--- src/rtl/tx_frame_scheduler.sv ---
// Purpose: frames the continuous PRBS word stream into fixed-length frames separated by idle gaps, with SOF/TLAST and frame counting.
// Latency: 1 cycle from source handshake to output; start -> reload pulse next cycle -> SEND the cycle after.
// Backpressure: single output register; s_axis_tready = SEND && (!m_axis_tvalid || m_axis_tready); data/SOF/TLAST hold while stalled.
//
// Ports:
//   s_axi_aclk / s_axi_aresetn           clock, asynchronous active-low reset
//   i_start, i_stop                      run control (start pulse, sticky stop request)
//   i_frame_len, i_gap_len, i_num_frames run configuration, latched on an accepted start
//   o_src_enable, o_src_reload           PRBS source run enable and seed reload pulse
//   s_axis_*                             source word stream in
//   m_axis_*                             framed stream out (sof on first beat, tlast on last beat)
//   o_busy, o_frame_cnt                  activity flag and frames accepted downstream since start
// Build option: define TX_SCHED_RESEED_EN to reload the source seed at the start of every frame.
module tx_frame_scheduler #(
    parameter int C_DATA_WIDTH = 32,
    parameter int C_CNT_WIDTH  = 16
) (
    input  logic                    s_axi_aclk,
    input  logic                    s_axi_aresetn,
    input  logic                    i_start,
    input  logic                    i_stop,
    input  logic [C_CNT_WIDTH-1:0]  i_frame_len,
    input  logic [C_CNT_WIDTH-1:0]  i_gap_len,
    input  logic [C_CNT_WIDTH-1:0]  i_num_frames,
    output logic                    o_src_enable,
    output logic                    o_src_reload,
    input  logic                    s_axis_tvalid,
    output logic                    s_axis_tready,
    input  logic [C_DATA_WIDTH-1:0] s_axis_tdata,
    output logic                    m_axis_tvalid,
    input  logic                    m_axis_tready,
    output logic [C_DATA_WIDTH-1:0] m_axis_tdata,
    output logic                    m_axis_sof,
    output logic                    m_axis_tlast,
    output logic                    o_busy,
    output logic [C_CNT_WIDTH-1:0]  o_frame_cnt
);

    typedef enum logic [1:0] {
        IDLE   = 2'd0,
        RELOAD = 2'd1,
        SEND   = 2'd2,
        GAP    = 2'd3
    } state_t;

    // State entered at the beginning of every frame after the first one.
`ifdef TX_SCHED_RESEED_EN
    localparam state_t FRAME_START = RELOAD;
`else
    localparam state_t FRAME_START = SEND;
`endif

    localparam logic [C_CNT_WIDTH-1:0] CNT_ZERO = '0;
    localparam logic [C_CNT_WIDTH-1:0] CNT_ONE  = {{(C_CNT_WIDTH-1){1'b0}}, 1'b1};

    state_t                   state;
    logic [C_CNT_WIDTH-1:0]   frame_len_q;
    logic [C_CNT_WIDTH-1:0]   gap_len_q;
    logic [C_CNT_WIDTH-1:0]   num_frames_q;
    logic [C_CNT_WIDTH-1:0]   beat_cnt;
    logic [C_CNT_WIDTH-1:0]   gap_cnt;
    logic [C_CNT_WIDTH-1:0]   frames_sent;
    logic                     stop_flag;

    logic up_hs;
    logic dn_hs;
    logic last_beat;
    logic run_done;
    logic start_ok;

    assign s_axis_tready = (state == SEND) && (!m_axis_tvalid || m_axis_tready);
    assign up_hs         = s_axis_tvalid && s_axis_tready;
    assign dn_hs         = m_axis_tvalid && m_axis_tready;
    assign last_beat     = (beat_cnt == (frame_len_q - CNT_ONE));
    // frames_sent counts frames whose last beat was already taken from the
    // source, so the frame finishing now is number frames_sent+1.
    assign run_done      = ((num_frames_q != CNT_ZERO) && ((frames_sent + CNT_ONE) == num_frames_q))
                           || stop_flag;
    assign start_ok      = i_start && !o_busy && (i_frame_len != CNT_ZERO);
    assign o_busy        = (state != IDLE) || m_axis_tvalid;

    always_ff @(posedge s_axi_aclk or negedge s_axi_aresetn) begin
        if (!s_axi_aresetn) begin
            state         <= IDLE;
            frame_len_q   <= '0;
            gap_len_q     <= '0;
            num_frames_q  <= '0;
            beat_cnt      <= '0;
            gap_cnt       <= '0;
            frames_sent   <= '0;
            stop_flag     <= 1'b0;
            o_src_enable  <= 1'b0;
            o_src_reload  <= 1'b0;
            m_axis_tvalid <= 1'b0;
            m_axis_tdata  <= '0;
            m_axis_sof    <= 1'b0;
            m_axis_tlast  <= 1'b0;
            o_frame_cnt   <= '0;
        end else begin
            o_src_reload <= 1'b0;

            // Single-stage output register.
            if (up_hs) begin
                m_axis_tvalid <= 1'b1;
                m_axis_tdata  <= s_axis_tdata;
                m_axis_sof    <= (beat_cnt == CNT_ZERO);
                m_axis_tlast  <= last_beat;
            end else if (m_axis_tready) begin
                m_axis_tvalid <= 1'b0;
            end

            if (dn_hs && m_axis_tlast) begin
                o_frame_cnt <= o_frame_cnt + CNT_ONE;
            end

            if (i_stop && (state != IDLE)) begin
                stop_flag <= 1'b1;
            end

            case (state)
                IDLE: begin
                    if (start_ok) begin
                        frame_len_q  <= i_frame_len;
                        gap_len_q    <= i_gap_len;
                        num_frames_q <= i_num_frames;
                        beat_cnt     <= '0;
                        frames_sent  <= '0;
                        o_frame_cnt  <= '0;
                        stop_flag    <= 1'b0;
                        o_src_reload <= 1'b1;
                        state        <= RELOAD;
                    end
                end
                RELOAD: begin
                    o_src_enable <= 1'b1;
                    state        <= SEND;
                end
                SEND: begin
                    if (up_hs) begin
                        if (last_beat) begin
                            beat_cnt    <= '0;
                            frames_sent <= frames_sent + CNT_ONE;
                            if (run_done) begin
                                o_src_enable <= 1'b0;
                                state        <= IDLE;
                            end else if (gap_len_q == CNT_ZERO) begin
                                o_src_enable <= (FRAME_START == SEND);
                                o_src_reload <= (FRAME_START == RELOAD);
                                state        <= FRAME_START;
                            end else begin
                                o_src_enable <= 1'b0;
                                gap_cnt      <= '0;
                                state        <= GAP;
                            end
                        end else begin
                            beat_cnt <= beat_cnt + CNT_ONE;
                        end
                    end
                end
                GAP: begin
                    // Stays here exactly gap_len cycles.
                    if (gap_cnt == (gap_len_q - CNT_ONE)) begin
                        o_src_enable <= (FRAME_START == SEND);
                        o_src_reload <= (FRAME_START == RELOAD);
                        state        <= FRAME_START;
                    end else begin
                        gap_cnt <= gap_cnt + CNT_ONE;
                    end
                end
                default: state <= IDLE;
            endcase
        end
    end

endmodule

--- config.mk ---
export PLATFORM = sky130hd
export DESIGN_NAME = tx_frame_scheduler
export DESIGN_NICKNAME = d
export VERILOG_FILES = /design/src/rtl/tx_frame_scheduler.sv
export SDC_FILE = /design/constraint.sdc
export NUM_CORES = 1
export LEC_CHECK = 0
export BUFFER_PORTS_ARGS = -buffer_cell sky130_fd_sc_hd__clkbuf_2
export CAP_MARGIN = 0
export CORE_MARGIN = 4
export CORE_UTILIZATION = 40
export DETAILED_ROUTE_END_ITERATION = 10
export SYNTH_ARGS = -nofsm -noshare
export SYNTH_HDL_FRONTEND = slang
export SYNTH_SLANG_ARGS = --single-unit
--- constraint.sdc ---
create_clock -name s_axi_aclk -period 3.05 [get_ports s_axi_aclk]
set_input_delay 0.61 -clock s_axi_aclk [delete_from_list [all_inputs] [get_ports s_axi_aclk]]
set_output_delay 0.61 -clock s_axi_aclk [all_outputs]
set_load 0.02 [all_outputs]
==> Word level (Yosys, flattened, before mapping) <==
Cells that the tools add are included.
{ "totals": {"wordCells": 99, "register_bits": 152, "out_inout_bits": 55} }
{ "op_classes": {"n_eq_ne": 13, "n_addsub": 6, "n_reduce_logical": 29, "muxes": 36} }
{ "op_table": {"columns": ["op", "count"], "rows": [
  ["two-way mux 16 bit", 13],
  ["one-hot mux 16 bit (2 select lines)", 3],
  ["adder 16 x 1 -> 16 bit (second input constant)", 4],
  ["== test 16 bit", 3],
  ["logical NOT 16 bit", 2],
  ["nonzero test 16 bit", 2],
  ["subtractor 16 x 1 -> 16 bit (second input constant)", 2],
  ["!= test 2 bit (second input constant)", 7],
  ["two-way mux 1 bit", 13],
  ["AND reduction 4 bit", 3],
  ["two-way mux 2 bit", 5],
  ["logical AND 1 bit", 8],
  ["one-hot mux 2 bit (4 select lines)", 1],
  ["nonzero test 2 bit", 4],
  ["AND reduction 6 bit", 1],
  ["== test 2 bit (second input constant)", 2],
  ["logical OR 1 bit", 3],
  ["one-hot mux 1 bit (3 select lines)", 1],
  ["AND reduction 3 bit", 1],
  ["nonzero test 3 bit", 1],
  ["== test 2 x 1 -> 1 bit (second input constant)", 1],
  ["logical NOT 1 bit", 2],
  ["logical NOT 2 bit", 1],
  ["AND reduction 2 bit", 1]
]} }

==> Longest topological paths before layout <==
{ "depth": {"word_depth": 8, "mapped_depth": 11, "ltp_nobuf": 9} }

==> Worst setup path before layout <==
OpenSTA, ideal clock, no wires.
{ "synth_timing": {"kind": "reg-to-reg", "start": "register gap_len_q[0]", "end": "register state[0]", "t_arrival_ps": 3092, "n_path_buf": 0, "synth_period_minus_slack_ps": 3223, "path_slack_ps": -173, "setup_ps": 131, "stages_incl_launch_ff": 10, "cell_sequence": "dfrtp_1 -> inv_1 -> ha_1 -> or4b_1 -> or4_4 -> a2111oi_4 -> o2111ai_2 -> a2111oi_4 -> nor2_2 -> or3_1"} }
{ "synth_between": {"elab_chain_cells": 6} }
{ "synth_lines": {"columns": ["item", "line", "text"], "rows": [
  ["from (decl)", "58", "logic [C_CNT_WIDTH-1:0] gap_len_q;"],
  ["from (signal assigned)", "124", "gap_len_q <= i_gap_len;"],
  ["parallel branches: the longest is 6 deep, another holds subtractor 16 x 1 -> 16 bit", null, null],
  ["to (signal assigned)", "136", "state <= SEND;"],
  ["to (signal assigned)", "145", "state <= IDLE;"],
  ["to (signal assigned)", "149", "state <= FRAME_START;"],
  ["to (decl)", "56", "state_t state;"]
]} }
Several ways; the timed one is not identified. The select of a mux whose other input is x is not followed.
A chain may end at the register's enable or synchronous reset.

==> Worst setup path after layout <==
{ "layout_timing": {"start": "register gap_len_q[1]", "end": "register gap_cnt[5]"} }
{ "layout_between": {"elab_chain_cells": 4} }
{ "layout_lines": {"columns": ["item", "line", "text"], "rows": [
  ["subtractor 16 x 1 -> 16 bit", "162", "if (gap_cnt == (gap_len_q - CNT_ONE)) begin"],
  ["== test 16 bit", "162", null],
  ["!= test 2 bit (no source line)", null, null],
  ["AND reduction 6 bit (no source line) (*)", null, null],
  ["to (signal assigned)", "167", "gap_cnt <= gap_cnt + CNT_ONE;"],
  ["to (decl)", "61", "logic [C_CNT_WIDTH-1:0] gap_cnt;"]
]} }
Every way passes the cells marked *; elsewhere a longest branch is shown, timed or not.

==> out/results.ini <==
[final_layout]
final_common_cell=nand2_1
final_util_pct=51.0
fill_cells=2028
num_antenna_cells=0
nets=1295
syn2layout_area_growth_pct=23.7
final_cell_mix=nand2_1 (284), dfrtp_1 (152), clkbuf_2 (139)
final_area_um2=10900
final_layout_size_suffix_gt1_share_pct=23.1

[setup_path]
start_kind=register
critPathKind=register to register
r2r_slack_ps=-50
timing.rr.start=gap_len_q[1]
worst_ep_arrival_time_ps=3410
cp.required_ps=3360
reg2reg_depth=11
end_kind=register
cp_max_fo=15
r2r_end=gap_cnt[5]

[clock_tree]
cts.htree.levels=4
clock-root-buffer=clkbuf_16
hold_buffers=0
cts_tree=yes
cts_buffer_depth=2
cts_buffers=17
cts_sinks=152
clk_pin_slew_ps=60
clk_latency_ps=440

[floorplan]
start_util_pct=41.2
coreArea_um2=21300
die-height_um=156
num_rows=53
die_w_um=156
io_pins=141
die_area_um2=24400

[detailed_routing]
via_per_inst=5.34
drc=0
drt_iter0_drc=444
wl_per_cell_um=16.1
ant_nets=0
drt_wl_total_um=23900
first_pass_iters=5
via_count=7955

[timing]
tns_ps=-233
setup_slack_ps=-46.1
rsz0062_at_grt=yes
fmax_mhz=323
drv_slew=0
fin_crit_sh_pct=102
relSlewSlack_pct=25.9
setup_viol=7
hold_violations=0
tightest_slew_ps=1110
whs_ps=178
fin_crit_ps=3100
fin_skew_ps=23.7

[synth]
synth_ff_type=dfrtp_1
async_reset_ff_share_pct=100
syn_area_per_cell_um2=8.46
synthDistinctLibCells=73
syn_inst=1037
ys_ff_latch=152
syn_nets=1130
yosysSeqAreaShare_pct=43.3
syn_area_um2=8770
synth-edff-count=0
ys_warn_count=0

[placement]
pre_cts_ws_ps=-182
io_buffers=140
dpl-instance-area_um2=10200
gp_congestion=0.857
place_hpwl_um=17500

[outcome]
violations=setup timing
status=complete, but fails checks

[power_and_ir_drop]
comb_power_share_pct=39.4
intPower_w=0.00525
p_leak_nw=5.09
ir_worst_vdd_mv=0.409
powerDensity_nw_per_um2=814
swShare_pct=40.5
seq_power_share_pct=36.2
p_clk_share_pct=24.3
p_switching_w=0.00358

[global_routing]
grt_max_degree=67
antenna_found_initial=0
grt_pass1_wl_um=39500
grt_pass1_vias=7737
track_usage_pct=20.0
grt_overflow=0

[hold_path]
hp-class=primary input to async pin

[run]
max_cap_viol_count=0

-- cell families after synthesis --
kind of cell             after synthesis  synth area share [%]
AND/OR/NAND/NOR                      527                  27.9
buffers and inverters                 96                  5.01
XOR/XNOR                              84                  8.38
AO/OA/AOI/OAI                        166                  13.8
multiplexers                           5                 0.585
flip-flops                           152                  43.3
adder cells (fa/ha/maj)                7                 0.998
-- timing repair --
action | 4_1_cts | 5_1_grt
endpoints found under the setup margin | 18 | 47
pin swaps | 4 | 2
setup buffers | 0 | 1
resized for setup | 6 | 12
gates cloned | 0 | 0
-- worst max-delay path: stages, from the launching register on --
cell and delay (ps):
dfrtp_1 390, inv_2 80, ha_4 130, or4b_4 460
or4_4 510, a2111oi_4 320, o2111ai_2 200, a2111oi_4 310
buf_6 180, buf_12 140, o32ai_2 70, o21bai_1 190
-- per-layer routing --
layer  GRT usage (%)  up-vias  wire length, um
li1                -     3923                -
met1            27.2     3798            11000
met2            31.9      215            11200
met3            5.27       19             1490
met4            4.92        0              281
met5               0        -                0
-- cells in the mapped netlist (3+ instances only) --
| library cell | number | share of area, % |
|---|---|---|
| clkbuf_1 | 46 | 2.0 |
| nand2b_1 | 11 | 0.78 |
| o21a_1 | 5 | 0.43 |
| ha_1 | 7 | 1.0 |
| nor3b_1 | 3 | 0.26 |
| and2_1 | 7 | 0.50 |
| o21bai_1 | 7 | 0.60 |
| a211o_1 | 3 | 0.30 |
| nand3b_1 | 6 | 0.51 |
| buf_4 | 4 | 0.34 |
| buf_2 | 5 | 0.29 |
| a41oi_1 | 4 | 0.40 |
| o41a_1 | 9 | 1.2 |
| a211oi_1 | 5 | 0.43 |
| o32ai_1 | 4 | 0.40 |
| inv_1 | 27 | 1.2 |
| and4_1 | 7 | 0.70 |
| o21ai_1 | 26 | 1.5 |
| xnor2_1 | 49 | 4.9 |
| or3_1 | 7 | 0.50 |
| nand4_1 | 17 | 1.2 |
| o31ai_1 | 12 | 1.0 |
| buf_6 | 7 | 0.90 |
| mux2i_1 | 4 | 0.46 |
| o31a_1 | 3 | 0.30 |
| xor2_1 | 35 | 3.5 |
| buf_1 | 6 | 0.26 |
| o2111ai_1 | 3 | 0.30 |
| nand3_1 | 42 | 2.4 |
| nor4_1 | 18 | 1.3 |
| nand2_1 | 284 | 12 |
| and3_1 | 15 | 1.1 |
| nor3_1 | 24 | 1.4 |
| a31oi_1 | 20 | 1.4 |
| o32a_1 | 3 | 0.34 |
| o21ai_0 | 19 | 1.1 |
| nor4b_1 | 3 | 0.30 |
| nor2_1 | 60 | 2.6 |
| o211ai_1 | 8 | 0.68 |
| dfrtp_1 | 152 | 43 |
| a2111oi_0 | 3 | 0.30 |
| a21oi_1 | 16 | 0.91 |
| or4_1 | 6 | 0.51 |
-- area by class of cell --
cell class / count / area [um2] / area share [%]
inverters: 27 / 101 / 0.934
flip-flops and latches: 152 / 3800 / 35.1
repair buffers: 215 / 1330 / 12.2
well taps: 275 / 344 / 3.17
clock buffers: 18 / 439 / 4.05
multi-input cells: 789 / 4680 / 43.2
clock inverters: 14 / 151 / 1.40
-- per-stage QoR --
step | total power (W) | instances
2_1_floorplan | 0.00544 | 1037
3_3_place_gp | 0.00656 | 1457
3_5_place_dp | 0.00660 | 1457
4_1_cts | 0.00884 | 1489
5_1_grt | 0.00946 | 1490
6_report | 0.00883 | 1490
-- worst max path at each step --
stage	startpoint	cells after the start	endpoint	slack (ps)
global route	gap_len_q[1]	11	gap_cnt[12]	-170
global placement	gap_len_q[1]	11	gap_cnt[12]	-100
CTS	gap_len_q[1]	10	state[0]	-120
detailed placement	gap_len_q[1]	11	gap_cnt[4]	-180
floorplan	gap_len_q[0]	10	gap_cnt[12]	-100
finish	gap_len_q[1]	11	gap_cnt[5]	-50
-- state kept, by name, summed over array words and instances, names as in the netlist, 2 cells and up --
register / count
frames_sent: 16
m_axis_tdata: 32
gap_cnt: 16
beat_cnt: 16
o_frame_cnt: 16
frame_len_q: 16
num_frames_q: 16
state: 2
gap_len_q: 16
-- power groups by stage --
| stage | clock (W) | sequential, W | combinational (W) |
|---|---|---|---|
| after floorplan | 0 | 0.00330 | 0.00214 |
| after global placement | 0 | 0.00322 | 0.00335 |
| after detailed placement | 0 | 0.00321 | 0.00340 |
| after CTS | 0.00221 | 0.00320 | 0.00344 |
| after global routing | 0.00229 | 0.00330 | 0.00387 |
| final | 0.00215 | 0.00320 | 0.00348 |
No activity file was read; power rests on OpenSTA's default activity.
